### src/rtl/fifo_ser_pkg.sv
// Shared types and constants for the FIFO byte serializer.
// The default word/byte widths match the 32-bit synchronous FIFO feeding it.
package fifo_ser_pkg;

  localparam int FIFO_DATA_W    = 32;
  localparam int FIFO_BYTE_W    = 8;
  localparam int BYTES_PER_WORD = FIFO_DATA_W / FIFO_BYTE_W;
  localparam int BYTE_IDX_W     = (BYTES_PER_WORD > 1) ? $clog2(BYTES_PER_WORD) : 1;

  // Serializer control states.
  typedef enum logic [1:0] {
    IDLE = 2'd0,
    REQ  = 2'd1,
    WAIT = 2'd2,
    SEND = 2'd3
  } ser_state_e;

  // Width of a byte index for a word holding n bytes (never zero).
  function automatic int idx_width(input int n);
    return (n > 1) ? $clog2(n) : 1;
  endfunction

endpackage

### src/rtl/fifo_byte_serializer.sv
// Pops words from the upstream FIFO and emits them byte by byte over a
// valid/ready handshake. Counts fully emitted words for status readback.
// All outputs come straight from flops, so no input reaches an output
// combinationally.
module fifo_byte_serializer
  import fifo_ser_pkg::*;
#(
  parameter int DATA_W    = FIFO_DATA_W,
  parameter int BYTE_W    = FIFO_BYTE_W,
  parameter int MSB_FIRST = 0,
  parameter int CNT_W     = 16
) (
  input  logic              clk,
  input  logic              rst_n,
  input  logic              enable,
  input  logic [DATA_W-1:0] fifo_dout,
  input  logic              fifo_empty,
  output logic              fifo_rd_en,
  output logic [BYTE_W-1:0] byte_out,
  output logic              byte_valid,
  input  logic              byte_ready,
  output logic              busy,
  output logic [CNT_W-1:0]  word_count
);

  localparam int BPW   = DATA_W / BYTE_W;
  localparam int IDX_W = idx_width(BPW);
  localparam logic [IDX_W-1:0] LAST_IDX = IDX_W'(BPW - 1);

  ser_state_e        state_r;
  ser_state_e        next_state_s;
  logic [DATA_W-1:0] shift_r;
  logic [DATA_W-1:0] shift_nxt_s;
  logic [IDX_W-1:0]  idx_r;
  logic [IDX_W-1:0]  idx_nxt_s;
  logic [BYTE_W-1:0] byte_r;
  logic [BYTE_W-1:0] byte_sel_s;
  logic              rd_en_r;
  logic              valid_r;
  logic              busy_r;
  logic [CNT_W-1:0]  count_r;
  logic              start_ok_s;
  logic              handshake_s;
  logic              last_byte_s;

  // Qualifiers: may a new word start, and is a byte being accepted.
  always_comb begin
    start_ok_s  = enable & ~fifo_empty;
    handshake_s = (state_r == SEND) & byte_ready;
    last_byte_s = handshake_s & (idx_r == LAST_IDX);
  end

  // Next-state decode; a word in flight always runs to completion.
  always_comb begin
    next_state_s = state_r;
    case (state_r)
      IDLE: begin
        if (start_ok_s) begin
          next_state_s = REQ;
        end else begin
          next_state_s = IDLE;
        end
      end
      REQ:  next_state_s = WAIT;
      WAIT: next_state_s = SEND;
      SEND: begin
        if (last_byte_s) begin
          if (start_ok_s) begin
            next_state_s = REQ;
          end else begin
            next_state_s = IDLE;
          end
        end else begin
          next_state_s = SEND;
        end
      end
      default: next_state_s = IDLE;
    endcase
  end

  // Next shift-register contents and byte index.
  always_comb begin
    shift_nxt_s = shift_r;
    idx_nxt_s   = idx_r;
    case (state_r)
      WAIT: begin
        shift_nxt_s = fifo_dout;
        idx_nxt_s   = {IDX_W{1'b0}};
      end
      SEND: begin
        if (last_byte_s) begin
          idx_nxt_s = {IDX_W{1'b0}};
        end else if (handshake_s) begin
          idx_nxt_s = idx_r + IDX_W'(1);
        end else begin
          idx_nxt_s = idx_r;
        end
      end
      default: begin
        shift_nxt_s = shift_r;
        idx_nxt_s   = idx_r;
      end
    endcase
  end

  // Lane select for the next byte; MSB_FIRST reverses the lane order.
  always_comb begin
    byte_sel_s = {BYTE_W{1'b0}};
    for (int i = 0; i < BPW; i++) begin
      if (idx_nxt_s == IDX_W'(i)) begin
        byte_sel_s = shift_nxt_s[((MSB_FIRST != 0) ? (BPW - 1 - i) : i) * BYTE_W +: BYTE_W];
      end else begin
        byte_sel_s = byte_sel_s;
      end
    end
  end

  // State register.
  always_ff @(posedge clk or negedge rst_n) begin
    if (!rst_n) begin
      state_r <= IDLE;
    end else begin
      state_r <= next_state_s;
    end
  end

  // Word datapath: shift register, byte index and the registered output byte.
  always_ff @(posedge clk or negedge rst_n) begin
    if (!rst_n) begin
      shift_r <= {DATA_W{1'b0}};
      idx_r   <= {IDX_W{1'b0}};
      byte_r  <= {BYTE_W{1'b0}};
    end else begin
      shift_r <= shift_nxt_s;
      idx_r   <= idx_nxt_s;
      byte_r  <= byte_sel_s;
    end
  end

  // Control outputs registered from the next state so they track state_r exactly.
  always_ff @(posedge clk or negedge rst_n) begin
    if (!rst_n) begin
      rd_en_r <= 1'b0;
      valid_r <= 1'b0;
      busy_r  <= 1'b0;
    end else begin
      rd_en_r <= (next_state_s == REQ);
      valid_r <= (next_state_s == SEND);
      busy_r  <= (next_state_s != IDLE);
    end
  end

  // Drained-word counter, bumped on the final byte handshake; wraps naturally.
  always_ff @(posedge clk or negedge rst_n) begin
    if (!rst_n) begin
      count_r <= {CNT_W{1'b0}};
    end else if (last_byte_s) begin
      count_r <= count_r + CNT_W'(1);
    end else begin
      count_r <= count_r;
    end
  end

  assign fifo_rd_en = rd_en_r;
  assign byte_out   = byte_r;
  assign byte_valid = valid_r;
  assign busy       = busy_r;
  assign word_count = count_r;

endmodule

### config.mk
export PLATFORM = sky130hd
export DESIGN_NAME = fifo_byte_serializer
export DESIGN_NICKNAME = d
export VERILOG_FILES = /design/src/rtl/fifo_ser_pkg.sv /design/src/rtl/fifo_byte_serializer.sv
export SDC_FILE = /design/constraint.sdc
export NUM_CORES = 1
export LEC_CHECK = 0
export BUFFER_PORTS_ARGS = -buffer_cell sky130_fd_sc_hd__buf_4
export CAP_MARGIN = 20
export CORE_UTILIZATION = 57
export CTS_CLUSTER_DIAMETER = 60
export DETAILED_ROUTE_END_ITERATION = 10
export MAX_ROUTING_LAYER = met4
export PLACE_DENSITY = 0.94
export SLEW_MARGIN = 20
export SYNTH_ARGS = -nofsm -noshare
export SYNTH_HDL_FRONTEND = slang
export SYNTH_SLANG_ARGS = --single-unit
### constraint.sdc
create_clock -name clk -period 2.9 [get_ports clk]
set_input_delay 0.87 -clock clk [delete_from_list [all_inputs] [get_ports clk]]
set_output_delay 0.87 -clock clk [all_outputs]
set_load 0.01 [all_outputs]
==> impl_metrics.py <==
metrics = {
    "die": {
        "row_count": 24,
        "die_h_um": 71.49,
        "ioPinCount": 64,
        "die-area_um2": 5111,
        "core-area_um2": 4504,
        "start_util": 0.6111,
        "die_x_um": 71.49,
    },
    "layout": {
        "areaGrowthSynthToFinish_pct": 23.86,
        "n_fill_cell": 296,
        "final_design_area_no_fill_um2": 3410,
        "nets": 303,
        "num_antenna_cells": 0,
        "drive_gt1_frac": 0.4461,
    },
    "min_path": {
        "hold_path.class": "flip-flop to flip-flop",
    },
    "route": {
        "remaining_drc_errors": 0,
        "num_vias": 1709,
        "post_drt_wl_per_cell_um": 15.39,
        "drtAntennaViolNets": 0,
        "dr.pass1.iters": 4,
        "via_per_inst": 5.324,
        "wirelength_mm": 4.941,
        "drt_iter0_drc": 63,
    },
    "clock_network": {
        "clk_latency_ns": 0.34,
        "cts_tree": "yes",
        "clkSinkCount": 63,
        "numCtsBuffers": 9,
        "postCtsResizedCells": 0,
        "h-tree-depth": 3,
        "hold_buffers": 0,
        "clkSlewWorstSetupHoldPaths_ns": 0.07,
        "clockBufferDepth": 2,
        "root_buffer": "clkbuf_8",
        "post_cts_buffers": 0,
    },
    "logic_synthesis": {
        "yosys_most_used_dff": "dfrtp_1",
        "async_flop_share": 1.000,
        "synth_nets": 236,
        "syn_avg_cell_area_um2": 13.97,
        "ys_seq_area_frac": 0.5727,
        "synth_area_leaders": "dfrtp_1 57%, mux2_2 11%, mux2i_1 8.7%",
        "ys_warn_count": 0,
        "syn_inst": 197,
        "synth_area_leader_cell": "dfrtp_1",
        "synth_cell_types": 31,
        "netlist_area_um2": 2753,
        "synth_seq_cells": 63,
        "synth_edf_count": 0,
        "netlist.area_leader.share": 0.5727,
    },
    "global_routing": {
        "first_global_vias": 1799,
        "grt_use_met3": 0.09001,
        "top_usage_layer": "met2",
        "grt_overflow": 0,
        "grt_max_degree": 64,
        "use_met2": 0.3619,
        "grt_use_total": 0.2234,
        "gr-usage-met1": 0.2465,
        "grt_pass1_wl_mm": 8.142,
        "antenna_found_initial": 0,
    },
    "sta": {
        "finalSetupViolCount": 0,
        "fin_crit_sh": 0.6644,
        "slew_headroom": 0.4894,
        "hold_viol": 0,
        "grt_setup_unrepaired": "no",
        "fin_worst_skew_ns": 0.005335,
        "max_freq_ghz": 0.5190,
        "fin_crit_ns": 1.927,
        "setup_tns_ns": 0,
        "slew_viol_final": 0,
        "tightest_slew_ns": 0.7659,
    },
    "setup_path": {
        "critPathBufInv": 1,
        "start_kind": "flip-flop",
        "cpPeakStageDelay_ns": 0.43,
        "cp_top_family": "flip-flops",
        "critPathKind": "flip-flop to flip-flop",
        "critPathCaptureType": "flip-flop",
        "worst-endpoint-arrival_ns": 2.14,
        "critPathMostFrequentCell": "mux2i_1",
        "worstPathMaxFanout": 17,
        "path_cells": "ha_1 > and4b_1 > a221oi_4 > buf_4 > mux2i_1 > mux2i_1",
        "slowest_stage": "dfrtp_1",
        "cp.required_ns": 3.12,
    },
    "power": {
        "static-leakage-power_nw": 1.739,
        "p_per_area_nw_per_um2": 982.4,
        "total_power_w": 0.003349,
        "peakVddDrop_mv": 0.6112,
    },
    "placement": {
        "io_buffers": 63,
        "dp.final_hpwl_mm": 3.347,
        "gp_congestion": 0.8166,
        "placed_area_um2": 3216,
    },
    "run_status": {
        "status": "completed",
    },
    "job": {
        "maxCapViolations": 0,
    },
}
## registers in the layout (all words and copies together), names as in the netlist
| signal | cells |
|---|---|
| word_count | 16 |
| byte_valid | 1 |
| state_r | 2 |
| idx_r | 2 |
| fifo_rd_en | 1 |
| byte_out | 8 |
| shift_r | 32 |
| busy | 1 |
## metal layers
metal,share of wire,up-vias
met5,0,-
met4,0.011,0
met3,0.067,5
met2,0.51,54
met1,0.41,835
li1,-,815
## cell usage after synthesis, types with 2 or more instances
cell type,count
dfrtp_1,63
mux2_2,28
mux2i_1,24
xnor2_1,11
nand2_1,10
nor2_1,9
buf_6,8
inv_1,6
nand4_1,5
mux2_4,4
xor2_1,4
o21ai_0,3
and3_1,2
ha_1,2
nand3_1,2
## final cells by class
class | count | area [um2] | share of cell area
clock buffers | 13 | 178.9 | 0.05248
clock inverters | 3 | 15.01 | 0.004404
inverters | 6 | 22.52 | 0.006606
multi-input cells | 118 | 1056 | 0.3097
flip-flops and latches | 63 | 1577 | 0.4624
well taps | 52 | 65.06 | 0.01908
repair buffers | 66 | 495.5 | 0.1453
## where the power goes
group          internal (W)  switching, W
clock network      0.000399      0.000321
registers           0.00122      0.000146
logic              0.000694      0.000570
## cells by family (layout without fill, tap and decap cells)
kind of cell | count (synthesis) | after routing | synth area share
simple gates | 40 | 40 | 0.08455
xor+xnor | 15 | 15 | 0.04773
flops | 63 | 63 | 0.5727
buf+inv | 16 | 88 | 0.04955
fa+ha+maj | 2 | 2 | 0.009089
compound gates | 5 | 5 | 0.01272
mux | 56 | 56 | 0.2236
## stage by stage
step                      setup slack (ns)  utilization  hold WS [ns]  cells
after floorplan                     0.9161            -        0.4677    197
after global placement              0.7364       0.7139        0.4602    305
after detailed placement            0.6403       0.7139        0.4630    305
after CTS                           0.9472       0.7569        0.4768    321
after global routing                0.8425       0.7569        0.4962    321
final                               0.9731       0.7569        0.4752    321
## worst reg2reg max path, stage by stage (launching register included)
cell	delay, ns
dfrtp_1	0.43
ha_1	0.29
and4b_1	0.21
a221oi_4	0.21
buf_4	0.32
mux2i_1	0.25
mux2i_1	0.11
## cell usage in the layout (no fill, tap or decap), types with 3 or more instances in the layout
cell | netlist | final
nand2_1 | 10 | 10
xnor2_1 | 11 | 11
clkinv_2 | 0 | 3
clkbuf_8 | 0 | 13
xor2_1 | 4 | 4
dfrtp_1 | 63 | 63
nor2_1 | 9 | 9
buf_4 | 0 | 66
inv_1 | 6 | 6
mux2_4 | 4 | 4
mux2_2 | 28 | 28
o21ai_0 | 3 | 3
mux2i_1 | 24 | 24
nand4_1 | 5 | 5
## path summary, 6_finish.rpt
kind,from,endpoint,slack [ns],cells past startpoint
max,idx_r[1],byte_out[0],0.97,6
min,word_count[15],word_count[15],0.48,1
max reg2reg,idx_r[1],byte_out[0],0.97,6
min reg2reg,word_count[15],word_count[15],0.48,1
max in group asynchronous,rst_n,byte_out[3],1.79,1
min in group asynchronous,rst_n,state_r[0],0.60,1
Power figures use the tool's default switching activity.
